[src/rtl/led_seq_pkg.sv]
// Shared types and defaults for the LED pattern sequencer.
package led_seq_pkg;

    typedef enum logic [1:0] {
        IDLE    = 2'd0,
        FETCH   = 2'd1,
        CAPTURE = 2'd2,
        HOLD    = 2'd3
    } state_t;

    localparam logic DIR_UP   = 1'b0;
    localparam logic DIR_DOWN = 1'b1;

    localparam int DEF_ADDR_W = 12;
    localparam int DEF_DATA_W = 4;

endpackage

[src/rtl/led_seq_prescaler.sv]
// Step-period counter: loads (PRESCALE_DIV << speed_sel) - 3, counts down on dec, flags terminal count.
// tc is combinational and is asserted only while dec is high and the count has reached zero.
module led_seq_prescaler #(
    parameter int PRESCALE_DIV = 50000000,
    parameter int CNT_W        = 32
) (
    input  logic       clk,
    input  logic       rst,
    input  logic       load,
    input  logic       dec,
    input  logic [1:0] speed_sel,
    output logic       tc
);

    localparam logic [CNT_W-1:0] BASE = CNT_W'(PRESCALE_DIV);

    if (((longint'(PRESCALE_DIV) << 3) >> CNT_W) != 0) begin : g_cnt_w_too_small
        $error("led_seq_prescaler: PRESCALE_DIV << 3 does not fit in CNT_W bits");
    end
    if (PRESCALE_DIV < 3) begin : g_div_too_small
        $error("led_seq_prescaler: PRESCALE_DIV must be at least 3");
    end

    logic [CNT_W-1:0] cnt;

    // FETCH and CAPTURE account for two cycles of each period, the
    // terminal-count cycle for one more: hence the -3.
    always_ff @(posedge clk) begin
        if (rst) begin
            cnt <= '0;
        end else if (load) begin
            cnt <= (BASE << speed_sel) - CNT_W'(3);
        end else if (dec && (cnt != '0)) begin
            cnt <= cnt - CNT_W'(1);
        end
    end

    assign tc = dec && (cnt == '0);

endmodule

[src/rtl/led_pattern_sequencer.sv]
// Steps a 1-cycle-latency pattern ROM at a programmable rate and registers each word onto the LEDs.
// Optional LED_SEQ_BOUNCE_EN: ping-pong addressing instead of wrap-around.
module led_pattern_sequencer
    import led_seq_pkg::*;
#(
    parameter int ADDR_W       = DEF_ADDR_W,
    parameter int DATA_W       = DEF_DATA_W,
    parameter int LAST_ADDR    = 4095,
    parameter int PRESCALE_DIV = 50000000,
    parameter int CNT_W        = 32
) (
    input  logic              clk,
    input  logic              rst,
    input  logic              run,
    input  logic              dir,
    input  logic [1:0]        speed_sel,
    output logic              rom_en,
    output logic [ADDR_W-1:0] rom_addr,
    input  logic [DATA_W-1:0] rom_data,
    output logic [DATA_W-1:0] led,
    output logic              step_pulse,
    output logic              wrap
);

    localparam logic [ADDR_W-1:0] LAST = ADDR_W'(LAST_ADDR);

    state_t            state;
    state_t            state_nxt;
    logic              cnt_load;
    logic              cnt_dec;
    logic              cnt_tc;
    logic              advance;
    logic              step_dir;
    logic              end_hit;
    logic [ADDR_W-1:0] addr_adv;
    logic              wrap_pend;

    led_seq_prescaler #(
        .PRESCALE_DIV (PRESCALE_DIV),
        .CNT_W        (CNT_W)
    ) u_prescaler (
        .clk       (clk),
        .rst       (rst),
        .load      (cnt_load),
        .dec       (cnt_dec),
        .speed_sel (speed_sel),
        .tc        (cnt_tc)
    );

    always_ff @(posedge clk) begin
        if (rst) begin
            state <= IDLE;
        end else begin
            state <= state_nxt;
        end
    end

    always_comb begin
        state_nxt = state;
        cnt_load  = 1'b0;
        cnt_dec   = 1'b0;
        advance   = 1'b0;
        case (state)
            IDLE: begin
                if (run) begin
                    state_nxt = FETCH;
                end
            end
            FETCH: begin
                state_nxt = CAPTURE;
            end
            CAPTURE: begin
                cnt_load  = 1'b1;
                state_nxt = HOLD;
            end
            HOLD: begin
                cnt_dec = 1'b1;
                if (cnt_tc) begin
                    advance   = 1'b1;
                    state_nxt = run ? FETCH : IDLE;
                end
            end
            default: begin
                state_nxt = IDLE;
            end
        endcase
    end

`ifdef LED_SEQ_BOUNCE_EN
    logic dir_q;

    // Direction is latched only when a run starts; reversals update it afterwards.
    always_ff @(posedge clk) begin
        if (rst) begin
            dir_q <= DIR_UP;
        end else if ((state == IDLE) && run) begin
            dir_q <= dir;
        end else if (advance && end_hit) begin
            dir_q <= ~dir_q;
        end
    end

    assign step_dir = dir_q;
`else
    assign step_dir = dir;
`endif

    always_comb begin
        end_hit  = 1'b0;
        addr_adv = rom_addr;
        if (step_dir == DIR_UP) begin
            if (rom_addr == LAST) begin
                end_hit = 1'b1;
`ifdef LED_SEQ_BOUNCE_EN
                addr_adv = rom_addr - ADDR_W'(1);
`else
                addr_adv = '0;
`endif
            end else begin
                addr_adv = rom_addr + ADDR_W'(1);
            end
        end else begin
            if (rom_addr == '0) begin
                end_hit = 1'b1;
`ifdef LED_SEQ_BOUNCE_EN
                addr_adv = ADDR_W'(1);
`else
                addr_adv = LAST;
`endif
            end else begin
                addr_adv = rom_addr - ADDR_W'(1);
            end
        end
    end

    // wrap_pend carries the end-of-range event from the advance to the next displayed step.
    always_ff @(posedge clk) begin
        if (rst) begin
            rom_addr   <= '0;
            led        <= '0;
            step_pulse <= 1'b0;
            wrap       <= 1'b0;
            wrap_pend  <= 1'b0;
        end else begin
            step_pulse <= (state == CAPTURE);
            wrap       <= (state == CAPTURE) && wrap_pend;
            if (state == CAPTURE) begin
                led       <= rom_data;
                wrap_pend <= 1'b0;
            end
            if (advance) begin
                rom_addr  <= addr_adv;
                wrap_pend <= end_hit;
            end
        end
    end

    assign rom_en = (state == FETCH);

endmodule

[config.mk]
export PLATFORM = sky130hd
export DESIGN_NAME = led_pattern_sequencer
export DESIGN_NICKNAME = d
export VERILOG_FILES = /design/src/rtl/led_seq_pkg.sv /design/src/rtl/led_seq_prescaler.sv /design/src/rtl/led_pattern_sequencer.sv
export SDC_FILE = /design/constraint.sdc
export NUM_CORES = 1
export LEC_CHECK = 0
export BUFFER_PORTS_ARGS = -buffer_cell sky130_fd_sc_hd__buf_4
export CORE_MARGIN = 4
export CORE_UTILIZATION = 42
export DETAILED_ROUTE_END_ITERATION = 10
export PLACE_DENSITY = 0.68
export SKIP_CTS_REPAIR_TIMING = 1
export SLEW_MARGIN = 20
export SYNTH_ARGS = -nofsm -noshare
export SYNTH_HDL_FRONTEND = slang
export SYNTH_SLANG_ARGS = --single-unit
[constraint.sdc]
create_clock -name clk -period 6.15 [get_ports clk]
set_input_delay 0.3075 -clock clk [delete_from_list [all_inputs] [get_ports clk]]
set_output_delay 0.3075 -clock clk [all_outputs]
set_load 0.005 [all_outputs]
==> results of run 1 <==
==> worst max-delay path, stage by stage, from the launching register on <==
cell and delay (ns):
dfxtp_1 0.37, nor3_1 0.67, nand4b_4 0.32, nor4_2 0.92, o21ai_0 0.24, a21oi_1 0.18
==> layout make-up <==
type | instances | share of cell area, %
clock buffer | 6 | 2.19
sequential | 53 | 28.1
inverter | 22 | 2.19
tap | 102 | 3.38
clock inverter | 2 | 0.994
timing repair buffer | 32 | 6.36
multi-input combinational | 337 | 56.8
==> kinds of logic (layout without fill, tap and decap cells) <==
| group | Yosys count | after routing | share of synthesized area, % |
|---|---|---|---|
| buffers and inverters | 49 | 62 | 5.72 |
| adders and majority gates | 10 | 10 | 3.69 |
| and+or+nand+nor | 186 | 186 | 30.5 |
| DFF | 53 | 53 | 31.3 |
| muxes | 6 | 6 | 1.77 |
| AOI/OAI and AO/OA | 130 | 130 | 25.8 |
| xor gates and xnor gates | 5 | 5 | 1.29 |
==> power by group through the flow <==
stage,clock (mW),combinational (mW),sequential [mW]
3_5_place_dp,0,1.03,0.528
2_1_floorplan,0,0.824,0.503
6_report,0.258,1.06,0.522
3_3_place_gp,0,1.01,0.521
5_1_grt,0.274,1.18,0.536
4_1_cts,0.262,1.04,0.521
==> flip-flops by register name, summed over array words and instances (netlist names) <==
signal	count
state	2
wrap	1
step_pulse	1
led	4
rom_addr	12
u_prescaler.cnt	32
wrap_pend	1
==> cell usage after synthesis, types with 5 or more instances <==
master / number / area (µm²)
mux2i_1: 6 / 60.1
a31oi_1: 16 / 100
nand2b_1: 5 / 31.3
o21ai_0: 23 / 115
nor4_1: 11 / 68.8
inv_1: 21 / 78.8
nor2_1: 37 / 139
or4_1: 8 / 60.1
nand4_1: 8 / 50.1
a21oi_1: 29 / 145
a21o_1: 5 / 37.5
or2_2: 5 / 31.3
clkbuf_1: 21 / 78.8
dfxtp_1: 53 / 1060
ha_1: 10 / 125
nand2_1: 23 / 86.3
nand3_1: 21 / 105
a211oi_1: 8 / 60.1
o31a_1: 9 / 78.8
or3_1: 8 / 50.1
o31ai_1: 10 / 75.1
nor3_1: 30 / 150
and4_1: 7 / 61.3
==> worst paths after layout <==
check                                        start                  end  slack, ns
worst min register to register           wrap_pend                 wrap       0.47
worst min-delay path                  speed_sel[0]  u_prescaler.cnt[19]       0.21
worst max register to register  u_prescaler.cnt[9]          rom_addr[7]       3.38
worst max-delay path            u_prescaler.cnt[9]          rom_addr[7]       3.38
==> layout by cell type, fill, tap and decap left out, drive strengths merged, types with 3 or more instances in the layout <==
master    n
or4       9
nand2b    5
a21oi    29
o41ai     3
o2111ai   3
inv      21
nor4b     3
a31oi    16
or3       9
ha       10
buf      32
and3      3
dfxtp    53
o31a      9
a21o      5
nor4     13
nor2b     4
xor2      3
mux2i     6
nor3b     3
nand4     8
a211oi    8
nand2    23
and2      3
nand3    21
and4      7
nor3     30
o21ai    23
nor2     37
o31ai    10
clkbuf    6
o21a      3
o311ai    3
or2       5
==> layer usage <==
metal / track usage [%] / vias up / share of wire, %
met2: 31.3 / 105 / 47
li1: - / 1682 / -
met1: 25.7 / 1639 / 46
met5: 0 / - / 0
met3: 2.86 / 17 / 5.0
met4: 6.50 / 0 / 1.7
==> through the flow <==
stage          hold slack (ns)  setup slack [ns]
3_5_place_dp             0.455              3.48
2_1_floorplan            0.402              3.92
3_3_place_gp             0.453              3.51
4_1_cts                  0.210              3.43
6_report                 0.213              3.38
5_1_grt                  0.227              3.18
==> reports/summary.txt, run 1 <==
Status: completed
Share of total power in combinational logic: 57.6%
Part of the power in registers: 28.4%
Final slew viol count: 0
Fin area: 0.00377 mm²
Max clock buf depth: 2
Root Buffer: clkbuf_8
CP required: 6.40 ns
First-pass GRT wire length: 15.7 mm
Htree depth: 2
Cells after synthesis: 439
Post-layout min period: 2.77 ns
P_leak: 1.37 nW
Clock Power Share: 14.0%
Sw Share: 49.4%
GRT Overall Usage: 19.1%
First drt pass iteration count: 5
Synthesized area: 0.00339 mm²
Asr flop ratio synth: 0%
Via count of the routed design: 3,443
Non-filler instance count after layout: 554
CP Class: flop to flop
PortBufs: 28
Main synth FF type: dfxtp_1
CTS tree: built
Power, Total: 1.84 mW
Vias/cell: 6.21
Diode count: 0
Die Width: 97.9 µm
Pwr dens: 487 mW/mm²
R2r worst-path depth: 5
TritonCTS Sinks: 53
Routability cong.: 0.874
Final core utilization: 48.3%
Row count: 32
Hold Path Class: input port to flop
Data arrival, critical path: 3.02 ns
Initial Util: 43.5%
DR iter-0 viols: 233
#FFs+latches synth: 53
Max capacitance violation total: 0
Count of cell types in the netlist: 58
DRT antenna net count: 0
DP HPWL: 6.24 mm
Top-level port count: 29
Number of setup violations in the final report: 0
Drt wl/cell: 16.7 µm
Congestion Overflow GR: 0
Largest net degree at the start of global routing: 46
Setup total negative slack: 0 ns
Mean post-synth cell area: 7.73 µm²
Relative slew slack: 30.0%
Vias in the first global route: 3,290
Clock insertion delay at the later pin of the skew report: 0.32 ns
Ys Warns: 0
Fin crit share: 45.1%
Worst setup EP type: flop
Fill cell count: 776
Pint: 0.930 mW
DIE HEIGHT: 97.9 µm
Sequential fraction of the synthesis area: 31.3%
NetSw: 0.909 mW
EDFF count, synth: 0
Net Count, Synth: 459
Clk_skew: 0.00731 ns
Peak supply drop: 0.000197 V
Footprint of the multi-input gates: 0.00214 mm²
Fmax: 0.361 GHz
Post-DP Area: 0.00365 mm²
Core area: 0.00781 mm²
Sequential cell area: 0.00106 mm²
RSZ-0062 raised after global routing: no
CTS Buf Count: 5
Worst Setup Start Kind: flop
Layout cells sized above 1: 11.9%
Final WL: 9.23 mm
DIE AREA: 0.00958 mm²
Post-Place Cells: 546
Crit Path Max Fanout: 14
Worst slew pin tran: 1.04 ns
DRC Markers: 0
Nets: 471
Fin. Hold Viols: 0
Area Growth Syn to Fin: 11.2%
Reg clk slew, reported paths: 0.10 ns
Antenna violations before repair: 0
Worst Hold Path Cells: 2
Power figures use the tool's default switching activity.
==> inputs of run 2 (changes only) <==
- ABC_AREA: default -> 1
- PLACE_DENSITY: 0.68 -> 0.67
- clock period: 6.15 -> 2.6 ns (I/O delays scaled with it)
==> run 2 against run 1 <==
  * Final area is 7.3% higher
  * Final cell count increased by 28%
  * Area after synthesis is 7.9% higher
  * Setup slack worse by 2.8 ns
  * Clock skew is 0.019 ns higher
  * Global-route usage increased by 0.99 points
  * Utilization grew 0.23 points
  * Non-clock buffer count stayed put
  * Largest cell class unchanged
  * Clock-buffer cell count decreased by 1
  * Die area increased by 7.2%
  * Worst hold slack worse by 0.21 ns
  * Sequential share of layout area shrank 1.9 points
==> reports/summary.txt, run 2 <==
Setup total negative slack: 0 ns
GRT Overall Usage: 20.1%
Vias/cell: 5.27
CP Buf/Inv Count: 3
Hold Path Class: input port to flop
CTS tree: built
Largest reg by FF count: u_prescaler.cnt
Final WL: 9.95 mm
Yosys top cell area share: 29.0%
Asr flop ratio synth: 0%
Reg clk slew, reported paths: 0.12 ns
Worst Setup Start Kind: flop
Most frequent cells in the layout: nand2_1 (140), nor2_1 (92), inv_1 (58)
Final slew viol count: 0
Die Width: 101 µm
Vias in the first global route: 3,385
Cells after synthesis: 579
RSZ-0062 raised after global routing: no
Row count: 33
Synth top cells by count: nand2_1 (140), nor2_1 (92), inv_1 (58)
Largest register FFs: 32
First drt pass iteration count: 5
CTS Buf Count: 5
Pwr dens: 1340 mW/mm²
Final core utilization: 48.6%
Ranking of synthesized cells by area: dfxtp_1 (29%), nand2_1 (14%), nor2_1 (9.4%)
Main synth FF type: dfxtp_1
Ys Warns: 0
Net Count, Synth: 599
Layout cells sized above 1: 12.1%
Status: completed
Clock insertion delay at the later pin of the skew report: 0.32 ns
DP HPWL: 7.58 mm
DIE HEIGHT: 101 µm
Dpl ws: 0.588 ns
Antenna violations before repair: 0
Family with the most delay on the worst path: simple AND/OR/NAND/NOR gates
DR iter-0 viols: 236
Congestion Overflow GR: 0
TritonCTS Sinks: 53
Htree depth: 2
Fill cell count: 881
Worst path slowest cell: dfxtp_1
DRC Markers: 0
Crit-path cells: inv_1 > ha_1 > nand2_4 > nor2_8 > nand2_4 > nor2_4 > nand2_2 > clkinv_2 > nand2_1 > o21ai_1 > inv_1
Synthesized area: 0.00366 mm²
Diode count: 0
Via count of the routed design: 3,736
Fin crit share: 77.8%
Number of setup violations in the final report: 0
Slack of the critical path: 0.576 ns
Yosys top cell by area: dfxtp_1
P_leak: 1.96 nW
Routability cong.: 0.974
First-pass GRT wire length: 16.5 mm
Fin. Hold Viols: 0
Data arrival, critical path: 2.25 ns
Peak supply drop: 0.000606 V
Mean post-synth cell area: 6.32 µm²
Largest regs: u_prescaler.cnt: 32 flops, rom_addr: 12 flops, led: 4 flops
Post-layout min period: 2.02 ns
Worst slew pin tran: 0.812 ns
Max capacitance violation total: 0
Core area: 0.00834 mm²
Fmax: 0.494 GHz
Hold Slack: 0.00744 ns
DRT antenna net count: 0
Sequential fraction of the synthesis area: 29.0%
Initial Util: 43.9%
Clk_skew: 0.0260 ns
Area Growth Syn to Fin: 10.7%
Leading cell type in the layout, fill and taps excluded: nand2_1
Non-filler instance count after layout: 709
Crit Path Max Fanout: 16
Max clock buf depth: 2
Drt wl/cell: 14.0 µm
CP required: 2.82 ns
Nets: 623
Count of cell types in the netlist: 40
Largest net degree at the start of global routing: 27
PortBufs: 28
DIE AREA: 0.0103 mm²
Worst setup EP type: flop
Relative slew slack: 45.8%
Post-Place Cells: 701
Root Buffer: clkbuf_8
Count leader, synth: nand2_1
CP Class: flop to flop
#FFs+latches synth: 53
Top-level port count: 29
Delay of the slowest critical-path stage: 0.31 ns
EDFF count, synth: 0
[run 2: cell types whose count changed in the layout (fill, tap and decap cells not counted), moves of 8 or more]
cell and change:
a21oi_1 +8, or4_1 -8, a31oi_1 -15, nand3_1 +30, inv_1 +37, o21ai_0 +10, o31a_1 -9, nor3_1 -26
nor2_1 +55, o31ai_1 -9, or3_1 -8, nor4_1 -9, nand2_1 +117, xor2_1 +9
[run 2: worst paths after layout]
path	startpoint	to	slack, ns	depth (start not counted)
hold / removal	rom_data[3]	led[3]	0.007	2
setup reg to reg	u_prescaler.cnt[0]	wrap_pend	0.58	11
hold reg to reg	wrap_pend	wrap	0.47	2
setup / recovery	u_prescaler.cnt[0]	wrap_pend	0.58	11
[run 2: power breakdown]
group	switching (mW)	total (mW)	internal (mW)	leakage, nW
logic	2.30	3.51	1.22	1.47
registers	0.274	1.31	1.04	0.432
clock network	0.298	0.587	0.289	0.0585
total	2.87	5.41	2.54	1.96
[run 2: stage by stage]
stage | cell area, µm² | total power, mW
floorplan | 3660 | 4.05
global placement | 3940 | 4.75
detailed placement | 3940 | 4.79
CTS | 4050 | 5.39
global route | 4050 | 5.98
finish | 4050 | 5.41
[run 2: layer usage]
layer	vias to the layer above	part of all wire (%)	wire [µm]	global-route usage, %
li1	1924	-	-	-
met2	113	45	4510	31.7
met5	-	0	0	0
met4	0	1.6	163	5.62
met3	12	6.3	626	2.75
met1	1687	47	4660	28.7
[run 2: cell type report]
cell class | count | area (µm²) | share of cell area, %
timing repair buffer | 32 | 240 | 5.93
clock inverter | 3 | 43.8 | 1.08
sequential | 53 | 1060 | 26.2
clock buffer | 5 | 68.8 | 1.70
multi-input combinational | 450 | 2270 | 56.1
tap | 105 | 131 | 3.24
inverter | 61 | 235 | 5.81
[run 2: cells by family after synthesis]
group	Yosys count	share of synthesized area [%]
simple gates	326	39.3
compound gates	96	15.0
buf+inv	76	8.99
flops	53	29.0
xor+xnor	18	4.31
fa+ha+maj	10	3.42
==> inputs of run 3 (changes only) <==
- PLACE_DENSITY: 0.67 -> 0.7
- clock period: 2.6 -> 1.8 ns (I/O delays scaled with it)
==> run 3 against run 2 <==
  * Global-route usage rose by 0.97 points
  * Setup slack got worse by 0.48 ns
  * Critical endpoint is now rom_addr[9]
  * Highest routed layer unchanged
  * Fmax rose by 18%
  * Final cell count rose by 5.5%
  * Combinational power rose by 64%
  * Clock-buffer cell count did not move
  * Power rose by 56%
  * Register-to-register slack got worse by 0.48 ns
  * Sequential power rose by 39%
==> reports/summary.txt, run 3 (synthesized netlist as in run 2, its figures left out) <==
Status: completed
Fmax: 0.585 GHz
PortBufs: 28
WL met1: 4.70 mm
Highest routed layer: met4
Worst slew pin tran: 0.403 ns
Worst Setup Start Kind: flop
Leading cell type in the layout, fill and taps excluded: nand2_1
Congestion Overflow GR: 0
Hold Slack: 0.0116 ns
Initial Util: 43.9%
Layout cells sized above 1: 20.4%
Worst r2r src: rom_addr[0]
DIE HEIGHT: 101 µm
Final core utilization: 53.5%
Most frequent cells in the layout: nand2_1 (136), nor2_1 (85), buf_4 (66)
Dpl ws: -0.0119 ns
Crit Path Max Fanout: 5
Vias/cell: 5.31
Final slew viol count: 0
Hold Startpoint: rom_data[0]
CP Class: flop to flop
GRT Overall Usage: 21.1%
Largest regs: u_prescaler.cnt: 32 flops, rom_addr: 12 flops, led: 4 flops
RSZ-0062 raised after global routing: yes
Fill cell count: 839
Via count of the routed design: 3,975
Number of setup violations in the final report: 0
WL met2: 5.20 mm
Reg-to-reg slack, setup: 0.09 ns
Htree depth: 2
Top-level port count: 29
Post-layout min period: 1.71 ns
Largest reg by FF count: u_prescaler.cnt
Worst Hold Path Cells: 2
First-pass GRT wire length: 17.6 mm
Peak supply drop: 0.000754 V
Row count: 33
Power, Total: 8.42 mW
Worst setup EP type: flop
Area Growth Syn to Fin: 21.9%
Core area: 0.00834 mm²
Largest register FFs: 32
Final WL: 10.7 mm
DRT antenna net count: 0
Clock insertion delay at the later pin of the skew report: 0.31 ns
P_leak: 2.15 nW
Drt wl/cell: 14.4 µm
Hold EP: led[0]
R2r worst-path depth: 11
Reg clk slew, reported paths: 0.10 ns
Antenna violations before repair: 0
DIE AREA: 0.0103 mm²
Pwr dens: 1890 mW/mm²
Clk_skew: 0.00721 ns
DRC Markers: 0
Max capacitance violation total: 0
Diode count: 0
DP HPWL: 8.10 mm
Sequential cell area: 0.00106 mm²
Vias in the first global route: 3,755
Max clock buf depth: 2
Nets: 662
CTS Buf Count: 5
Slack of the critical path: 0.0919 ns
Data arrival, critical path: 1.93 ns
Die Width: 101 µm
Relative slew slack: 73.1%
Fin. Hold Viols: 0
Setup total negative slack: 0 ns
CP required: 2.02 ns
Hold Path Class: input port to flop
Fin crit share: 94.9%
First drt pass iteration count: 5
FF-to-FF End: rom_addr[9]
Root Buffer: clkbuf_8
DR iter-0 viols: 230
WL met3: 663 µm
Routability cong.: 0.929
CTS tree: built
Largest net degree at the start of global routing: 23
Footprint of the multi-input gates: 0.00234 mm²
TritonCTS Sinks: 53
run 3: cell count changes in the layout (fill, tap and decap cells not counted), moves of 4 or more:
cell,before,now
buf_4,32,66
ha_1,10,5
nand2_1,140,136
nand2_2,7,11
nor2_1,92,85
nor2_2,5,12
run 3: area by class of cell:
type | instances | area share (%)
well taps | 105 | 2.94
repair buffers | 71 | 12.5
clock buffers | 5 | 1.54
clock inverters | 3 | 1.04
inverters | 61 | 5.61
flip-flops and latches | 53 | 23.9
multi-input cells | 450 | 52.5
run 3: layer usage:
metal / track usage, % / up-vias
li1: - / 1998
met1: 27.2 / 1830
met2: 36.4 / 129
met3: 3.10 / 18
met4: 6.13 / 0
met5: 0 / -
run 3: through the flow:
step | std cells | area (µm²)
6_report | 748 | 4460
4_1_cts | 743 | 4320
3_5_place_dp | 735 | 4210
3_3_place_gp | 735 | 4210
5_1_grt | 748 | 4460
2_1_floorplan | 579 | 3660
run 3: critical path, cell delays in order, from the launching register on:
cell	delay [ns]
dfxtp_4	0.40
ha_2	0.19
nand2_1	0.08
nor2_2	0.14
nand3_1	0.10
or2_2	0.28
nand2_1	0.11
inv_2	0.09
nand2_1	0.07
nand3_1	0.07
nand2_1	0.06
inv_1	0.03
run 3: worst max-delay path by stage:
stage          slack, ns         from     endpoint
6_report            0.09  rom_addr[0]  rom_addr[9]
5_1_grt            -0.06  rom_addr[0]  rom_addr[9]
4_1_cts            -0.04  rom_addr[0]  rom_addr[9]
3_5_place_dp       -0.01  rom_addr[0]  rom_addr[9]
3_3_place_gp        0.03  rom_addr[0]  rom_addr[9]
2_1_floorplan       0.15     state[0]    wrap_pend
run 3: power breakdown:
group	switching [mW]	leakage [nW]	internal, mW
sequential	0.326	0.432	1.50
clock	0.436	0.0543	0.417
combinational	3.59	1.67	2.14
